### src/rtl/cpu_bus_arbiter.sv
// Two-master memory bus arbiter: instruction port and data port share one
// memory bus. One transaction at a time, latched on grant and always run to
// completion. Grants alternate when both ports keep requesting.
//
// state  | meaning
// -------+-------------------------------------------------------------
// IDLE   | no transaction; arbitrate among the ports raising start
// I_BUSY | instruction port owns the bus; wait for mem_done
// D_BUSY | data port owns the bus; wait for mem_done
module cpu_bus_arbiter #(
  parameter bit DATA_FIRST = 1'b1,
  parameter int ADDR_W     = 32
) (
  input  logic              clk,
  input  logic              reset,
  input  logic [ADDR_W-1:0] i_addr,
  input  logic [31:0]       i_data,
  input  logic              i_we,
  input  logic              i_start,
  output logic [31:0]       i_q,
  output logic              i_done,
  input  logic [ADDR_W-1:0] d_addr,
  input  logic [31:0]       d_data,
  input  logic              d_we,
  input  logic              d_start,
  output logic [31:0]       d_q,
  output logic              d_done,
  output logic [ADDR_W-1:0] mem_addr,
  output logic [31:0]       mem_data,
  output logic              mem_we,
  output logic              mem_start,
  input  logic [31:0]       mem_q,
  input  logic              mem_done
);

  typedef enum logic [1:0] {
    IDLE   = 2'd0,
    I_BUSY = 2'd1,
    D_BUSY = 2'd2
  } state_t;

  state_t            state, state_nxt;
  logic              last_grant, last_grant_nxt;
  // Set until the first grant after reset, so a tie then follows DATA_FIRST
  // instead of the alternation history.
  logic              fresh, fresh_nxt;
  logic [ADDR_W-1:0] addr_lat, addr_nxt;
  logic [31:0]       data_lat, data_nxt;
  logic              we_lat, we_nxt;
  logic              pick_d;
  logic              busy;

  // State, grant history and latched request registers.
  always_ff @(posedge clk) begin
    if (reset) begin
      state      <= IDLE;
      last_grant <= 1'b0;
      fresh      <= 1'b1;
      addr_lat   <= '0;
      data_lat   <= '0;
      we_lat     <= 1'b0;
    end else begin
      state      <= state_nxt;
      last_grant <= last_grant_nxt;
      fresh      <= fresh_nxt;
      addr_lat   <= addr_nxt;
      data_lat   <= data_nxt;
      we_lat     <= we_nxt;
    end
  end

  // Arbitration in IDLE; busy states only wait for the memory completion.
  always_comb begin
    state_nxt      = state;
    last_grant_nxt = last_grant;
    fresh_nxt      = fresh;
    addr_nxt       = addr_lat;
    data_nxt       = data_lat;
    we_nxt         = we_lat;
    pick_d         = 1'b0;
    case (state)
      IDLE: begin
        if (i_start || d_start) begin
          if (i_start && d_start) begin
            pick_d = fresh ? DATA_FIRST : !last_grant;
          end else begin
            pick_d = d_start;
          end
          fresh_nxt      = 1'b0;
          last_grant_nxt = pick_d;
          if (pick_d) begin
            state_nxt = D_BUSY;
            addr_nxt  = d_addr;
            data_nxt  = d_data;
            we_nxt    = d_we;
          end else begin
            state_nxt = I_BUSY;
            addr_nxt  = i_addr;
            data_nxt  = i_data;
            we_nxt    = i_we;
          end
        end
      end
      I_BUSY, D_BUSY: begin
        if (mem_done) begin
          state_nxt = IDLE;
        end
      end
      default: state_nxt = IDLE;
    endcase
  end

  assign busy      = (state == I_BUSY) || (state == D_BUSY);
  assign mem_start = busy && !mem_done;
  assign mem_addr  = addr_lat;
  assign mem_data  = data_lat;
  assign mem_we    = we_lat;

  // Completion is steered only to the owner; a done seen in IDLE goes nowhere.
  assign i_done = mem_done && (state == I_BUSY);
  assign d_done = mem_done && (state == D_BUSY);
  assign i_q    = i_done ? mem_q : 32'd0;
  assign d_q    = d_done ? mem_q : 32'd0;

endmodule

### config.mk
export PLATFORM = sky130hd
export DESIGN_NAME = cpu_bus_arbiter
export DESIGN_NICKNAME = d
export VERILOG_FILES = /design/src/rtl/cpu_bus_arbiter.sv
export SDC_FILE = /design/constraint.sdc
export NUM_CORES = 1
export LEC_CHECK = 0
export BUFFER_PORTS_ARGS = -buffer_cell sky130_fd_sc_hd__buf_2
export CORE_AREA = 2 2 115 117
export CTS_BUF_LIST = sky130_fd_sc_hd__clkbuf_2
export DETAILED_ROUTE_END_ITERATION = 10
export DIE_AREA = 0 0 117 119
export GPL_TIMING_DRIVEN = 0
export PLACE_DENSITY = 0.76
export SYNTH_ARGS = -nofsm -noshare
export SYNTH_HDL_FRONTEND = slang
export SYNTH_SLANG_ARGS = --single-unit
### constraint.sdc
create_clock -name clk -period 2 [get_ports clk]
set_clock_uncertainty 0.2 [all_clocks]
set_input_delay 0.1 -clock clk [delete_from_list [all_inputs] [get_ports clk]]
set_output_delay 0.1 -clock clk [all_outputs]
set_load 0.02 [all_outputs]
* Word-level counts from Yosys, hierarchy flattened
Cells that the tools add are included.
** Word-level totals
- Word-level logic and storage cells :: 35
- Flip-flop bits (word level) :: 69
- Output and inout bits :: 132
- Input port bits :: 167
** Cells by class
- Equality and inequality tests :: 4
- Multiplexer cells :: 13
- Reduce and logical (&&, ||, !) cells :: 12
** Operators with widths (number)
- $mux 32 :: 4
- $mux 2 :: 3
- $mux 1 :: 5
- $logic_and 1x1->1 :: 4
- $ne 2x2->1 const B :: 2
- $pmux 2 s2 :: 1
- $reduce_and 2->1 :: 2
- $eq 2x1->1 const B :: 1
- $eq 2x2->1 const B :: 1
- $logic_not 1->1 :: 2
- $logic_not 2->1 :: 1
- $logic_or 1x1->1 :: 2
- $reduce_or 2->1 :: 1

* Longest topological paths before layout
Gate-level depths: netlist (run 1).
- Depth after elaboration :: 8
- Mapped depth :: 7
- Mapped depth without buffers :: 5

* Worst setup path after synthesis (run 1)
No wires, ideal clock.
- Path type :: register to register
- Start point :: register state[0]
- End point :: register state[1]
- Slack :: 0.370 ns
- Buffers on the path :: 0
- Data arrival time :: 1.298 ns
- Cell stages (with the launch flop) :: 6
- Data required time :: 1.668 ns
- Library setup time :: 0.132 ns
- Clock period less this slack :: 1.630 ns
- Cells stage by stage :: dfxtp_1 -> inv_1 -> ha_1 -> nor2b_1 -> nand4b_1 -> a21oi_1
** Between the ends
- Longest elaborated chain between the ends :: 4
- Elaborated cells between the ends (all ways) :: 8
- Those cells by class :: eq/ne (4); mux (1); reduce/logical (3)
** RTL lines
- from (decl) :: RTL line 42 : state_t state, state_nxt;
- from (signal assigned) :: RTL line 63 : state <= state_nxt;
- $eq 2x1->1 or $eq 2x2->1 (tied branches) :: RTL line 81 : case (state)
- $reduce_or 2->1 :: RTL line 81
- $ne 2x2->1 (no line)
- $reduce_and 2->1 (no line)
Parallel ways exist; a longest one is shown, timed or not.
A chain may end at the register's enable or synchronous reset.

* Worst setup path in the final report (run 1)
- Start point :: register state[0]
- End point :: output port d_q[6]
** Between the ends
- Longest elaborated chain between the ends :: 3
** RTL lines
- $eq 2x2->1 :: RTL line 121 : assign d_done = mem_done && (state == D_BUSY);
- $logic_and 1x1->1 :: RTL line 121
- $mux 32 :: RTL line 123 : assign d_q = d_done ? mem_q : 32'd0;
- to (decl) :: RTL line 26 : output logic [31:0] d_q,
No other way between the ends.

==> results of run 1 <==
[worst reg2reg max path, stage by stage, from the launching register on]
cell	delay, ns
dfxtp_4	0.41
inv_4	0.06
ha_1	0.18
buf_6	0.14
o2111ai_1	0.12
dlygate4sd3_1	0.58
a31oi_1	0.14
[state kept, by name (all words and copies together), names as in the netlist]
signal      count
state           2
mem_data       32
mem_we          1
last_grant      1
mem_addr       32
fresh           1
[report_power, final]
| part | total [W] | leakage (nW) | switching [W] | internal, W |
|---|---|---|---|---|
| clock | 0.000874 | 0.0646 | 0.000583 | 0.000291 |
| combinational | 0.00198 | 3.01 | 0.00110 | 0.000874 |
| sequential | 0.00168 | 0.575 | 0.000112 | 0.00157 |
| total | 0.00453 | 3.65 | 0.00180 | 0.00274 |
[how the worst min path moves through the flow]
stage | from | endpoint | slack [ns] | cells after the start
2_1_floorplan | d_addr[25] | mem_addr[25] | 0.07 | 2
3_3_place_gp | i_addr[6] | mem_addr[6] | 0.18 | 3
3_5_place_dp | i_addr[6] | mem_addr[6] | 0.19 | 3
4_1_cts | reset | mem_data[3] | 0.005 | 3
5_1_grt | reset | mem_data[10] | 0.03 | 3
6_report | reset | mem_data[10] | 0.06 | 3
[per-layer routing]
layer	vias up	wire [um]	track usage (%)	part of all wire, %
met1	2784	7770	30.9	37
met2	460	10100	47.8	49
met5	-	0	0	0
met4	0	1080	14.8	5.2
li1	2710	-	-	-
met3	104	1810	5.29	8.7
[area by class of cell]
| cell class | instances | area (um^2) |
|---|---|---|
| antenna | 7 | 17.5 |
| buffer | 63 | 410 |
| clock buffer | 9 | 45.0 |
| clock inverter | 7 | 75.1 |
| fill | 1052 | 5290 |
| inverter | 3 | 16.3 |
| multi-input combinational | 347 | 2300 |
| sequential | 69 | 1390 |
| tap | 176 | 220 |
| timing repair buffer | 433 | 3110 |
[metrics by stage]
step / hold WS (ns) / instances / util, % / total power (W)
5_1_grt: 0.0266 / 1113 / 58.9 / 0.00478
6_report: 0.0552 / 1114 / 58.9 / 0.00453
2_1_floorplan: 0.0728 / 483 / - / 0.00268
3_5_place_dp: 0.187 / 956 / 43.7 / 0.00329
4_1_cts: 0.00537 / 1106 / 56.0 / 0.00440
3_3_place_gp: 0.183 / 956 / 43.7 / 0.00328
[placed cells by master, fill, tap and decap left out, types with 2 or more instances in the layout]
master / n
buf_2: 263
dlygate4sd3_1: 134
dfxtp_1: 67
nand3_1: 65
nor2_1: 59
o21ai_0: 52
and3_1: 46
buf_6: 46
a311oi_1: 39
buf_4: 28
clkbuf_1: 20
a311oi_2: 20
and3_4: 18
o21ai_1: 10
clkbuf_2: 9
nand2_1: 8
diode_2: 7
o2111ai_1: 6
a31oi_1: 6
buf_8: 4
and2_1: 3
a21oi_1: 3
clkinvlp_4: 3
inv_4: 2
ha_4: 2
dfxtp_4: 2
[cell families (layout without fill, tap and decap cells)]
kind of cell	count (synthesis)	count (layout)	share of synthesized area (%)
and+or+nand+nor	205	205	27.0
other	0	7	0
AOI/OAI and AO/OA	139	139	27.6
DFF	69	69	35.3
adders and majority gates	3	3	0.959
buffers and inverters	67	515	9.18
[repair_timing]
item | in CTS | in global routing
pin swaps | 0 | 4
hold endpoints to repair | 67 | 0
setup buffers | 0 | 2
resized for setup | 39 | 112
hold buffers | 134 | 0
endpoints found under the setup margin | 61 | 64
==> impl_metrics.toml, run 1 <==
[status]
outcome = "completed"

[flow_run]
drv_cap = 0

[synthesis]
yosysMostFrequentCell = "dfxtp_1"
syn-cell-area_mm2 = 0.00391
synth-async-reset-ratio_pct = 0
synth_flop_cell = "dfxtp_1"
yosysTopAreaCell = "dfxtp_1"
yosysTopAreaCellShare_pct = 35.3
postSynthCellCount = 483
ys_seq_area_share_pct = 35.3
synthesis.nets = 653
ys.warnings.count = 0
yosys-top-cells-area = "dfxtp_1 (35%), and3_1 (10%), a311oi_1 (8.7%), nand3_1 (8.3%), a311oi_2 (7.7%)"
synth_common_cells = "dfxtp_1 (69), nand3_1 (65), and3_1 (64)"
ys_ff_latch = 69
yosysUniqueCellTypes = 29
avgSynthCellArea_um2 = 8.10
synth_edf_count = 0

[critical_path]
crit_chain = "inv_4 > ha_4 > buf_8 > and3_1 > buf_6"
crit_type = "reg2out"
worstSetupEndpoint = "d_q[6]"
required_ns = 1.70
rr_worst_depth = 6
crit_path_end_kind = "output pin"
crit_path_start_kind = "register"
critPathSlowestCell = "dfxtp_4"
worst-path-buf-inv = 3
worstReg2RegStart = "state[0]"
r2r_slack_ns = 0.11
reg2reg_to = "mem_addr[30]"
startpoint = "state[0]"
worst_ep_arrival_time_ns = 1.64
cpPeakStageDelay_ns = 0.43
cp.depth = 5
path_max_fanout = 10
path_delay_family = "flip-flops"

[drt]
routedWlPerCell_um = 18.7
num_vias = 6058
routed_via_density = 5.44
drtIter0Drc = 669
ant_nets = 0
wl_um = 20800
drc = 0
firstDrtPassIters = 7

[layout]
final_nets = 1096
drive_gt1_share_pct = 43.6
fin_area_mm2 = 0.00759
area_growth_pct = 93.8

[grt]
antenna_found_initial = 6
grt_max_degree = 14
grt_overflow_total = 0
grt_pass1_wl_um = 29700
grt_pass1_vias = 5918
grt.total_usage_pct = 27.4

[placement]
pre_cts_ws_ns = 0.236
place_area_mm2 = 0.00562
gp_congestion = 0.899
io_buffers = 297
hpwl_um = 13200

[clock_network]
numCtsBuffers = 9
clkTransAtPathRegs_ns = 0.25
h-tree-depth = 3
clkSinkCount = 69
cts_buffer_depth = 2
clock_latency_ns = 0.50
root_buffer = "clkbuf_2"
cts_tree = "done"

[sta]
rsz0062_at_grt = "true"
worst_slew_pin_slew_ns = 0.710
fin_crit_ns = 1.94
fmax_mhz = 515
finalSetupTns_ns = 0
slew_violations = 0
finalWorstSetupSlack_ns = 0.0591
maxSlewHeadroom_pct = 52.3
setup_viol = 0
fin_crit_sh_pct = 97.0
hold_viol_final = 0

[power]
p_per_area_mw_per_mm2 = 598
p_leak_nw = 3.65
peakVddDrop_mv = 0.268

[floorplanning]
die_x_um = 117
start_util_pct = 30.4
ioPinCount = 299
fp-row-count = 42
die_h_um = 119
die_area_mm2 = 0.0139
core_region_area_mm2 = 0.0129

[worst_hold_path]
hold_class = "in2reg"
(Power assumes the default switching activity.)
==> run 2: changes to the inputs <==
- PLACE_DENSITY: 0.76 -> default
==> impl_metrics.toml, run 2 (synthesized netlist as in run 1, its figures left out) <==
[critical_path]
cpPeakStageDelay_ns = 0.38
path_max_fanout = 10
crit_path_start_kind = "register"
worst-path-buf-inv = 3
crit_path_end_kind = "output pin"
crit_type = "reg2out"
worst_ep_arrival_time_ns = 1.69
path_delay_family = "buffers and inverters"
crit_chain = "buf_4 > ha_4 > buf_8 > and3_1 > buf_6"
critPathSlowestCell = "dfxtp_2"
required_ns = 1.70

[clock_network]
clkSinkCount = 69
cts_buffer_depth = 2
h-tree-depth = 3
clkTransAtPathRegs_ns = 0.21
numCtsBuffers = 9
clock_latency_ns = 0.55
root_buffer = "clkbuf_2"
cts_tree = "done"

[layout]
final_nets = 1098
area_growth_pct = 90.8
final_cell_mix = "buf_2 (268), dlygate4sd3_1 (135), dfxtp_1 (67)"
drive_gt1_share_pct = 42.2
final_common_cell = "buf_2"
nFillCells = 1119
postLayoutCoreUtil_pct = 58.0

[grt]
grt_overflow_total = 0
antenna_found_initial = 1
grt.total_usage_pct = 26.7
grt_max_degree = 12
grt_pass1_vias = 5823
grt_pass1_wl_um = 29200

[sta]
finalSetupTns_ns = 0
maxSlewHeadroom_pct = 51.5
fin_crit_ns = 1.99
fmax_mhz = 502
hold_viol_final = 0
rsz0062_at_grt = "true"
setup_viol = 0
finalWorstSetupSlack_ns = 0.00966
worst_slew_pin_slew_ns = 0.728
slew_violations = 0
fin_crit_sh_pct = 99.5

[power]
clockPowerShare_pct = 18.5
p_per_area_mw_per_mm2 = 597
p_leak_nw = 3.67
p_comb_share_pct = 43.8
p_switching_w = 0.00175
peakVddDrop_mv = 0.184
switching_share_pct = 39.2
p_int_w = 0.00271
seq_power_share_pct = 37.7
power.total_w = 0.00446

[floorplanning]
die_area_mm2 = 0.0139
ioPinCount = 299
fp-row-count = 42
die_h_um = 119
core_region_area_mm2 = 0.0129
start_util_pct = 30.4
die_x_um = 117

[worst_hold_path]
hold_class = "in2reg"

[status]
outcome = "completed"

[placement]
gp_congestion = 0.878
pre_cts_ws_ns = 0.193
hpwl_um = 13100
io_buffers = 297

[flow_run]
drv_cap = 0

[drt]
drc = 0
num_vias = 5932
routed_via_density = 5.34
routedWlPerCell_um = 18.0
drtIter0Drc = 564
firstDrtPassIters = 5
wl_um = 20000
ant_nets = 0
[run 2: through the flow]
stage | cell area (um^2) | std cells | hold slack, ns
after floorplan | 3910 | 483 | 0.0728
after global routing | 7470 | 1110 | 0.133
after detailed placement | 5620 | 956 | 0.194
after CTS | 7240 | 1109 | 0.109
after global placement | 5620 | 956 | 0.184
final | 7470 | 1110 | 0.160
[run 2: power by group through the flow]
stage | Clock (W) | Sequential, W | Combinational, W
5_1_grt | 0.000889 | 0.00170 | 0.00208
3_5_place_dp | 0 | 0.00170 | 0.00160
3_3_place_gp | 0 | 0.00169 | 0.00158
4_1_cts | 0.000847 | 0.00167 | 0.00187
6_report | 0.000824 | 0.00168 | 0.00195
2_1_floorplan | 0 | 0.00192 | 0.000761
[run 2: layout make-up]
type	instances	area (um^2)	share of cell area, %
Antenna cell	1	2.50	0.0335
Buffer	63	408	5.46
Clock buffer	10	50.0	0.670
Clock inverter	6	53.8	0.721
Inverter	3	11.3	0.151
Multi-Input combinational cell	347	2250	30.1
Sequential cell	69	1390	18.6
Tap cell	176	220	2.95
Timing Repair Buffer	435	3090	41.3
[run 2: worst paths after layout]
check | start | to | slack, ns | depth (start not counted)
worst min register to register | mem_addr[29] | mem_addr[29] | 0.31 | 2
worst max-delay path | state[0] | i_q[19] | 0.01 | 5
worst max register to register | state[1] | mem_addr[30] | 0.11 | 6
worst min-delay path | d_data[31] | mem_data[31] | 0.16 | 4
[run 2: worst min-delay path: stages]
cell and delay, ns:
dlygate4sd3_1 0.53, buf_2 0.12, nand3_1 0.07, a311oi_1 0.08
[run 2: what timing repair did]
item                                    CTS  global route
buffers inserted                          2             1
resized for setup                        48            73
hold buffers                            135             0
hold endpoints to repair                 68             0
pin swaps                                 1             2
endpoints found under the setup margin   61            63
[run 2: metal layers]
layer / vias to the layer above / wire, um / global-route usage [%]
li1: 2704 / - / -
met1: 2723 / 7730 / 30.4
met2: 411 / 9670 / 46.1
met3: 94 / 1640 / 5.24
met4: 0 / 938 / 14.2
met5: - / 0 / 0
==> run 3: changes to the inputs <==
- clock period: 2 -> 2.4 ns (I/O delays scaled with it)
==> impl_metrics.toml, run 3 (synthesized netlist as in run 1, its figures left out) <==
[status]
outcome = "completed"

[critical_path]
cpPeakStageDelay_ns = 0.58
rr_worst_depth = 8
worst-path-buf-inv = 5
cp.depth = 8
required_ns = 2.69
worst_ep_arrival_time_ns = 2.58
path_max_fanout = 10
crit_path_start_kind = "register"
crit_chain = "inv_1 > ha_1 > o21a_1 > buf_6 > buf_6 > buf_6 > a311oi_2 > dlygate4sd3_1"
crit_path_end_kind = "register"
cp_common_cell = "buf_6"
crit_type = "reg2reg"
path_delay_family = "buffers and inverters"
critPathSlowestCell = "dlygate4sd3_1"

[sta]
hold_slack_ns = 0.175
fmax_mhz = 437
worst_slew_pin_slew_ns = 0.725
fin_crit_sh_pct = 95.4
slew_violations = 0
maxSlewHeadroom_pct = 51.7
fin_crit_ns = 2.29
setup_viol = 0
hold_viol_final = 0

[drt]
ant_nets = 0
drc = 0
highest_layer = "met4"
firstDrtPassIters = 6
wl_met2_um = 9540
routedWlPerCell_um = 17.4
dr_wl_met3_um = 1460
routed_via_density = 5.21
wl_um = 19400
drtIter0Drc = 478
num_vias = 5788
met1_length_um = 7620

[grt]
grt.total_usage_pct = 26.4
grt_pass1_wl_um = 28900
grt_max_degree = 12
grt_overflow_total = 0
antenna_found_initial = 1
grt_pass1_vias = 5719

[placement]
gp_congestion = 0.878
io_buffers = 297
hpwl_um = 13100

[floorplanning]
die_area_mm2 = 0.0139
die_h_um = 119
core_region_area_mm2 = 0.0129
fp-row-count = 42
start_util_pct = 30.4
ioPinCount = 299
die_x_um = 117

[worst_hold_path]
hold_class = "in2reg"
hold_depth = 3

[layout]
final_cell_mix = "buf_2 (317), dlygate4sd3_1 (139), dfxtp_1 (66)"
final_nets = 1100
area_growth_pct = 82.8
drive_gt1_share_pct = 40.6
final_common_cell = "buf_2"

[clock_network]
clock_latency_ns = 0.54
clkTransAtPathRegs_ns = 0.21
cts_buffer_depth = 2
numCtsBuffers = 9
root_buffer = "clkbuf_2"
clkSinkCount = 69
cts_tree = "done"
h-tree-depth = 3

[power]
power.total_w = 0.00377
p_leak_nw = 3.74
peakVddDrop_mv = 0.168
p_per_area_mw_per_mm2 = 528

[flow_run]
drv_cap = 0
[run 3: changes by cell type in the layout (fill, tap and decap cells not counted), moves of 4 or more]
cell and change:
buf_2 +49, dlygate4sd3_1 +4, and3_4 -8, buf_4 -26, buf_6 -27, and3_1 +8
[run 3: cell type report]
type	count	area, um^2
well taps	176	220
clock buffers	10	50.0
flip-flops and latches	69	1390
fillers	1216	5720
inverters	3	11.3
clock inverters	6	53.8
multi-input cells	347	2190
diodes	1	2.50
repair buffers	437	2890
plain buffers	63	355
[run 3: worst reg2reg max path, stage by stage, from the launching register on]
cell and delay, ns:
dfxtp_2 0.37, inv_1 0.05, ha_1 0.21, o21a_1 0.11, buf_6 0.15, buf_6 0.16
buf_6 0.16, a311oi_2 0.24, dlygate4sd3_1 0.58
[run 3: worst paths after layout]
path                    from  slack (ns)            to
setup / recovery    state[0]        0.11   mem_addr[5]
setup reg to reg    state[0]        0.11   mem_addr[5]
hold reg to reg   last_grant        0.30    last_grant
hold / removal         reset        0.18  mem_addr[11]
[run 3: repair_timing]
item | 4_1_cts | 5_1_grt
buffers inserted | 0 | 1
endpoints found under the setup margin | 0 | 43
gates resized for setup | 0 | 18
hold buffers | 139 | 0
hold endpoints to repair | 68 | 0
[run 3: per-layer routing]
layer | GRT usage (%) | vias up
li1 | - | 2706
met1 | 30.3 | 2690
met2 | 45.8 | 326
met3 | 5.29 | 66
met4 | 13.1 | 0
met5 | 0 | -
[run 3: through the flow]
stage | setup slack (ns) | setup TNS (ns) | instances | util (%) | cell area, um^2
after CTS | 0.0215 | 0 | 1111 | 55.3 | 7120
after floorplan | 0.770 | 0 | 483 | - | 3910
after global placement | 0.655 | 0 | 956 | 43.7 | 5620
after detailed placement | 0.593 | 0 | 956 | 43.7 | 5620
after global routing | -0.000450 | -0.000450 | 1112 | 55.6 | 7150
final | 0.111 | 0 | 1112 | 55.6 | 7150
[run 3: report_power, final]
group | switching (W) | internal (W)
clock | 0.000463 | 0.000233
combinational | 0.000915 | 0.000765
sequential | 0.0000878 | 0.00131
